$ cat src/rtl/mips_muldiv_unit_if.sv
// Request/result bundle between the execute stage and the multiply/divide unit.
// The master drives requests; the slave (the unit) returns status and HI/LO.
interface mips_muldiv_unit_if #(
  parameter int WIDTH = 32
);
  logic             i_start;
  logic [2:0]       i_op;
  logic [WIDTH-1:0] i_a;
  logic [WIDTH-1:0] i_b;
  logic             i_flush;
  logic             o_busy;
  logic             o_done;
  logic             o_div_by_zero;
  logic [WIDTH-1:0] o_hi;
  logic [WIDTH-1:0] o_lo;

  modport master (
    output i_start, i_op, i_a, i_b, i_flush,
    input  o_busy, o_done, o_div_by_zero, o_hi, o_lo
  );

  modport slave (
    input  i_start, i_op, i_a, i_b, i_flush,
    output o_busy, o_done, o_div_by_zero, o_hi, o_lo
  );
endinterface

$ cat src/rtl/mips_muldiv_unit.sv
// Iterative MIPS multiply/divide unit owning the architectural HI/LO registers.
// One shift-add (multiply) or restoring-subtract (divide) step per cycle on operand magnitudes.
module mips_muldiv_unit #(
  parameter int WIDTH = 32
) (
  input  logic                    clk,
  input  logic                    rst_n,
  mips_muldiv_unit_if.slave       bus
);

  localparam int CNT_W = $clog2(WIDTH + 1);

  typedef enum logic [1:0] {
    IDLE,
    CALC,
    FIX
  } state_t;

  state_t               r_state;
  state_t               w_next;
  logic [CNT_W-1:0]     r_cnt;
  logic [2*WIDTH-1:0]   r_acc;
  logic [WIDTH-1:0]     r_opnd;
  logic                 r_isDiv;
  logic                 r_negRes;
  logic                 r_negRem;
  logic                 r_bZero;
  logic [WIDTH-1:0]     r_hi;
  logic [WIDTH-1:0]     r_lo;
  logic                 r_done;
  logic                 r_dbz;

  logic                 w_accept;
  logic                 w_step;
  logic                 w_finish;
  logic                 w_mthi;
  logic                 w_mtlo;

  logic                 w_signed;
  logic                 w_opDiv;
  logic                 w_aNeg;
  logic                 w_bNeg;
  logic [WIDTH-1:0]     w_absA;
  logic [WIDTH-1:0]     w_absB;
  logic [WIDTH:0]       w_addSum;
  logic [WIDTH:0]       w_remShift;
  logic [WIDTH:0]       w_diff;
  logic [2*WIDTH-1:0]   w_prodFix;
  logic [WIDTH-1:0]     w_quoFix;
  logic [WIDTH-1:0]     w_remFix;

  always_ff @(posedge clk or negedge rst_n) begin
    if (!rst_n) begin
      r_state <= IDLE;
    end else begin
      r_state <= w_next;
    end
  end

  always_comb begin
    w_next   = r_state;
    w_accept = 1'b0;
    w_step   = 1'b0;
    w_finish = 1'b0;
    w_mthi   = 1'b0;
    w_mtlo   = 1'b0;
    unique case (r_state)
      IDLE: begin
        if (bus.i_start) begin
          case (bus.i_op)
            3'b000, 3'b001, 3'b010, 3'b011: begin
              w_accept = 1'b1;
              w_next   = CALC;
            end
            3'b100:  w_mthi = 1'b1;
            3'b101:  w_mtlo = 1'b1;
            default: ;
          endcase
        end
      end
      CALC: begin
        if (bus.i_flush) begin
          w_next = IDLE;
        end else begin
          w_step = 1'b1;
          if (r_cnt == CNT_W'(1)) begin
            w_next = FIX;
          end
        end
      end
      FIX: begin
        // Flush wins over completion so an aborted op never touches HI/LO.
        w_next = IDLE;
        if (!bus.i_flush) begin
          w_finish = 1'b1;
        end
      end
      default: w_next = IDLE;
    endcase
  end

  always_comb begin
    w_signed   = ~bus.i_op[0];
    w_opDiv    = bus.i_op[1];
    w_aNeg     = w_signed & bus.i_a[WIDTH-1];
    w_bNeg     = w_signed & bus.i_b[WIDTH-1];
    w_absA     = w_aNeg ? -bus.i_a : bus.i_a;
    w_absB     = w_bNeg ? -bus.i_b : bus.i_b;
    w_addSum   = {1'b0, r_acc[2*WIDTH-1:WIDTH]} + (r_acc[0] ? {1'b0, r_opnd} : '0);
    w_remShift = {r_acc[2*WIDTH-1:WIDTH], r_acc[WIDTH-1]};
    w_diff     = w_remShift - {1'b0, r_opnd};
    w_prodFix  = r_negRes ? -r_acc : r_acc;
    w_quoFix   = r_negRes ? -r_acc[WIDTH-1:0] : r_acc[WIDTH-1:0];
    w_remFix   = r_negRem ? -r_acc[2*WIDTH-1:WIDTH] : r_acc[2*WIDTH-1:WIDTH];
  end

  // Multiply keeps the multiplier in the low half; divide keeps dividend/quotient there.
  always_ff @(posedge clk or negedge rst_n) begin
    if (!rst_n) begin
      r_cnt    <= '0;
      r_acc    <= '0;
      r_opnd   <= '0;
      r_isDiv  <= 1'b0;
      r_negRes <= 1'b0;
      r_negRem <= 1'b0;
      r_bZero  <= 1'b0;
      r_hi     <= '0;
      r_lo     <= '0;
      r_done   <= 1'b0;
      r_dbz    <= 1'b0;
    end else begin
      r_done <= 1'b0;
      if (w_accept) begin
        r_cnt    <= CNT_W'(WIDTH);
        r_isDiv  <= w_opDiv;
        r_negRes <= w_aNeg ^ w_bNeg;
        r_negRem <= w_aNeg;
        r_bZero  <= (bus.i_b == '0);
        r_dbz    <= 1'b0;
        r_opnd   <= w_opDiv ? w_absB : w_absA;
        r_acc    <= {{WIDTH{1'b0}}, (w_opDiv ? w_absA : w_absB)};
      end else if (w_mthi) begin
        r_hi <= bus.i_a;
      end else if (w_mtlo) begin
        r_lo <= bus.i_a;
      end

      if (w_step) begin
        r_cnt <= r_cnt - CNT_W'(1);
        if (!r_isDiv) begin
          r_acc <= {w_addSum, r_acc[WIDTH-1:1]};
        end else if (w_diff[WIDTH]) begin
          r_acc <= {w_remShift[WIDTH-1:0], r_acc[WIDTH-2:0], 1'b0};
        end else begin
          r_acc <= {w_diff[WIDTH-1:0], r_acc[WIDTH-2:0], 1'b1};
        end
      end

      // With a zero divisor the remainder path already reproduces the dividend.
      if (w_finish) begin
        r_done <= 1'b1;
        if (r_isDiv) begin
          r_hi  <= w_remFix;
          r_lo  <= r_bZero ? '1 : w_quoFix;
          r_dbz <= r_bZero;
        end else begin
          {r_hi, r_lo} <= w_prodFix;
        end
      end
    end
  end

  assign bus.o_busy        = (r_state != IDLE);
  assign bus.o_done        = r_done;
  assign bus.o_div_by_zero = r_dbz;
  assign bus.o_hi          = r_hi;
  assign bus.o_lo          = r_lo;

endmodule

$ cat src/flat_wrapper.sv
// flat-port wrapper written by rule: the top's interface ports become plain ports
module mips_muldiv_unit_flat 
#(
  parameter int WIDTH = 32
)
  (clk, rst_n, bus_i_start, bus_i_op, bus_i_a, bus_i_b, bus_i_flush, bus_o_busy, bus_o_done, bus_o_div_by_zero, bus_o_hi, bus_o_lo);
  mips_muldiv_unit_if #(.WIDTH(WIDTH)) bus_i ();
  input  logic clk;
  input  logic rst_n;
  input wire logic [$bits(bus_i.i_start)-1:0] bus_i_start;
  input wire logic [$bits(bus_i.i_op)-1:0] bus_i_op;
  input wire logic [$bits(bus_i.i_a)-1:0] bus_i_a;
  input wire logic [$bits(bus_i.i_b)-1:0] bus_i_b;
  input wire logic [$bits(bus_i.i_flush)-1:0] bus_i_flush;
  output wire logic [$bits(bus_i.o_busy)-1:0] bus_o_busy;
  output wire logic [$bits(bus_i.o_done)-1:0] bus_o_done;
  output wire logic [$bits(bus_i.o_div_by_zero)-1:0] bus_o_div_by_zero;
  output wire logic [$bits(bus_i.o_hi)-1:0] bus_o_hi;
  output wire logic [$bits(bus_i.o_lo)-1:0] bus_o_lo;
  assign bus_i.i_start = bus_i_start;
  assign bus_i.i_op = bus_i_op;
  assign bus_i.i_a = bus_i_a;
  assign bus_i.i_b = bus_i_b;
  assign bus_i.i_flush = bus_i_flush;
  assign bus_o_busy = bus_i.o_busy;
  assign bus_o_done = bus_i.o_done;
  assign bus_o_div_by_zero = bus_i.o_div_by_zero;
  assign bus_o_hi = bus_i.o_hi;
  assign bus_o_lo = bus_i.o_lo;
  mips_muldiv_unit #(.WIDTH(WIDTH)) u_core (.clk(clk), .rst_n(rst_n), .bus(bus_i));
endmodule
$ cat config.mk
export PLATFORM = sky130hd
export DESIGN_NAME = mips_muldiv_unit_flat
export DESIGN_NICKNAME = d
export VERILOG_FILES = /design/src/rtl/mips_muldiv_unit_if.sv /design/src/rtl/mips_muldiv_unit.sv /design/src/flat_wrapper.sv
export SDC_FILE = /design/constraint.sdc
export NUM_CORES = 1
export LEC_CHECK = 0
export ABC_CLOCK_PERIOD_IN_PS = 5660
export BUFFER_PORTS_ARGS = -buffer_cell sky130_fd_sc_hd__clkbuf_2
export CORE_ASPECT_RATIO = 1.2
export CORE_UTILIZATION = 35
export CTS_CLUSTER_DIAMETER = 200
export DETAILED_ROUTE_END_ITERATION = 7
export HOLD_SLACK_MARGIN = 0.1
export PLACE_DENSITY = 0.6
export SYNTH_ARGS = -nofsm -noshare
export SYNTH_HDL_FRONTEND = slang
export SYNTH_SLANG_ARGS = --single-unit
$ cat constraint.sdc
create_clock -name clk -period 5.66 [get_ports clk]
set_clock_uncertainty 0.1 [all_clocks]
set_input_delay 0.283 -clock clk [delete_from_list [all_inputs] [get_ports clk]]
set_output_delay 0.283 -clock clk [all_outputs]
set_load 0.01 [all_outputs]
==> flow_metrics.env <==
export IMPL_slowest_delay_ps=470
export IMPL_postLayoutSetupSlackWorst_ps=1401
export IMPL_seq_area_frac_synth_pct=28.91
export IMPL_dr_pass1_iters=7
export IMPL_required_ps=5930
export IMPL_worstMarginPinSlew_ps=1265
export IMPL_maxCapViolCount=0
export IMPL_grt_pass1_vias=14487
export IMPL_fin_area_um2=16840
export IMPL_critical_path_slowest_cell="dfrtp_1"
export IMPL_tns_ps=0
export IMPL_boundaryPins=138
export IMPL_die_x_um=191.4
export IMPL_fin_crit_ps=4259
export IMPL_drtIter0Drc=1301
export IMPL_dp_hpwl_um=42960
export IMPL_cp_arrival_ps=4520
export IMPL_cts_made_buffers=17
export IMPL_ys_types=74
export IMPL_dominantRegCellSynth="dfrtp_1"
export IMPL_path_cells="inv_1, buf_4, nor2_1, ha_1, nand2_1, or4b_1, a31o_2, o2111a_1, nor3_2, a21oi_1, o21a_1, o41a_1, a311oi_1"
export IMPL_rsz0062_at_grt="no"
export IMPL_slew_headroom_pct=15.65
export IMPL_n_antenna_cell=0
export IMPL_num_vias=15259
export IMPL_seq_area_um2=4355
export IMPL_max_clock_path_buffers=2
export IMPL_yosysWarnings=0
export IMPL_clk_latency_ps=460
export IMPL_synthArstFlopShare_pct=100.0
export IMPL_synth_edff_count=0
export IMPL_post_cts_buffers=0
export IMPL_yosysTopAreaCellShare_pct=28.91
export IMPL_setup_violations=0
export IMPL_syn_avg_cell_area_um2=7.800
export IMPL_wl_um=56700
export IMPL_synthesis_nets=2074
export IMPL_dieArea_um2=43870
export IMPL_grt_max_degree=96
export IMPL_fp_dieH_um=229.2
export IMPL_cts_sinks=174
export IMPL_worst_setup_path_end_kind="flip-flop"
export IMPL_grt_util_all_layers_pct=25.97
export IMPL_synth_area_um2=15060
export IMPL_ir_drop_v=0.0002391
export IMPL_power_density_nw_per_um2=522.6
export IMPL_yosysMostFrequentCell="nand2_1"
export IMPL_synth_top_cell_by_area="dfrtp_1"
export IMPL_portBuffers=137
export IMPL_status="complete, no violations"
export IMPL_clkTransAtPathRegs_ps=80
export IMPL_globalplace_congestion=0.9524
export IMPL_fmax_mhz=234.8
export IMPL_fin_crit_sh_pct=75.24
export IMPL_core_region_area_um2=42070
export IMPL_post_drt_wl_per_cell_um=22.29
export IMPL_grt_overflow_total=0
export IMPL_ys_seq_elements=174
export IMPL_p_leak_nw=7.456
export IMPL_cts_htree_levels=4
export IMPL_grt_pass1_wl_um=87020
export IMPL_path_class="flip-flop to flip-flop"
export IMPL_timing_hold_ws_ps=125.4
export IMPL_viasPerCell=5.998
export IMPL_place_ws_ps=1426
export IMPL_hold_viol_final=0
export IMPL_syn2layout_area_growth_pct=11.80
export IMPL_tritoncts="yes"
export IMPL_antenna_found_initial=0
export IMPL_fin_nets=2128
export IMPL_final_max_slew_viol_count=0
export IMPL_hold_class="primary input to flip-flop"
export IMPL_synthCells=1931
export IMPL_cts_root_buffer="clkbuf_16"
export IMPL_drive_gt1_share_pct=11.11
export IMPL_ant_nets=0
export IMPL_fill_cells=4298
export IMPL_start_util_pct=35.81
export IMPL_start_kind="flip-flop"
export IMPL_synth_common_cells="nand2_1, o21ai_0, dfrtp_1, nor2_1, a21oi_1"
export IMPL_multi_input_area_um2=9981
export IMPL_yosys_top_cells_area="dfrtp_1, xnor2_1, o21ai_0"
export IMPL_crit_fanout=22
export IMPL_route_detailed_drc=0
export IMPL_place_area_um2=16110
export IMPL_rows=82
[critical path, delay by kind of cell (launching register included)]
| family | cells | cell delay (ps) |
|---|---|---|
| compound gates | 6 | 1470 |
| fa+ha+maj | 1 | 340 |
| simple gates | 4 | 1040 |
| buf+inv | 2 | 740 |
| flops | 1 | 470 |
[final timing paths]
kind                                            startpoint                              end  slack (ps)  cells after the start
max                            u_core.r_acc[0]$_DFFE_PN0P_     u_core.r_acc[61]$_DFFE_PN0P_        1400                     13
min reg2reg                u_core.bus.o_lo[19]$_DFFE_PN0P_  u_core.bus.o_lo[19]$_DFFE_PN0P_         380                      2
min                                             bus_i_a[3]   u_core.bus.o_hi[3]$_DFFE_PN0P_         130                      3
min in group asynchronous                            rst_n      u_core.r_acc[8]$_DFFE_PN0P_         340                      2
max in group asynchronous                            rst_n     u_core.r_opnd[0]$_DFFE_PN0P_        3790                      3
max reg2reg                    u_core.r_acc[0]$_DFFE_PN0P_     u_core.r_acc[61]$_DFFE_PN0P_        1400                     13
[metrics by stage]
step	instances	utilization, %	power (mW)
after global routing	2544	40.03	9.450
final	2544	40.03	8.800
after floorplan	1931	-	5.855
after CTS	2544	40.03	8.753
after detailed placement	2504	38.29	7.372
after global placement	2504	38.29	7.322
[repair_timing]
item / 4_1_cts / 5_1_grt
hold buffers: 8 / 0
gates resized for setup: 0 / 0
endpoints found under the hold margin: 89 / 0
[flip-flops by register name (all words and copies together), names as in the netlist, 2 cells and up]
signal,cells
u_core.bus.o_hi,32
u_core.bus.o_lo,32
u_core.r_acc,64
u_core.r_cnt,6
u_core.r_opnd,32
u_core.r_state,2
[per-layer routing]
| layer | up-vias | part of all wire, % | GRT usage [%] |
|---|---|---|---|
| li1 | 7119 | - | - |
| met1 | 7405 | 41 | 33.09 |
| met2 | 621 | 48 | 43.48 |
| met3 | 114 | 6.7 | 3.524 |
| met4 | 0 | 4.3 | 11.16 |
| met5 | - | 0 | 0 |
[cells by family (layout without fill, tap and decap cells)]
family / count (synthesis) / after routing / share of synthesized area [%]
AND/OR/NAND/NOR: 616 / 616 / 19.31
buffers and inverters: 195 / 262 / 5.017
multiplexers: 63 / 63 / 4.203
flip-flops: 174 / 174 / 28.91
AO/OA/AOI/OAI: 641 / 641 / 26.59
adder cells (fa/ha/maj): 72 / 72 / 6.081
XOR/XNOR: 170 / 170 / 9.885
[placed cells by master, fill, tap and decap left out, types with 10 or more instances in the layout]
| master | instances |
|---|---|
| buf_4 | 20 |
| nor3_1 | 37 |
| o221ai_1 | 26 |
| clkbuf_2 | 136 |
| a211oi_1 | 13 |
| o41ai_1 | 10 |
| nand2b_1 | 24 |
| nand3_1 | 55 |
| a21o_1 | 42 |
| or4_1 | 11 |
| o21a_1 | 14 |
| mux2i_1 | 61 |
| a21oi_1 | 144 |
| xor2_1 | 55 |
| clkbuf_16 | 17 |
| o31ai_1 | 26 |
| a31oi_1 | 21 |
| dfrtp_1 | 173 |
| and3_1 | 11 |
| nand2_1 | 213 |
| nor2_1 | 151 |
| o21ai_0 | 193 |
| inv_1 | 64 |
| o22ai_1 | 37 |
| o211ai_1 | 23 |
| or3_1 | 16 |
| ha_1 | 70 |
| nor2b_1 | 10 |
| a22oi_1 | 31 |
| xnor2_1 | 115 |
| nor4_1 | 19 |
| and2_1 | 14 |
| nand4_1 | 15 |
[layout make-up]
type                            count  share of cell area [%]
Multi-Input combinational cell   1562                   59.27
Sequential cell                   174                   25.87
Timing Repair Buffer              165                   5.476
Tap cell                          546                   4.057
Clock buffer                       19                   2.690
Inverter                           65                   1.449
Clock inverter                     13                   1.189
[report_power, final]
part           leakage [nW]  switching [mW]  total [mW]  internal, mW
Combinational          4.94            3.02        5.09          2.07
Sequential             2.20           0.697        2.35          1.66
Clock                 0.317           0.582        1.36         0.774
Total                  7.46            4.30        8.80          4.50
No activity file was read; power rests on OpenSTA's default activity.
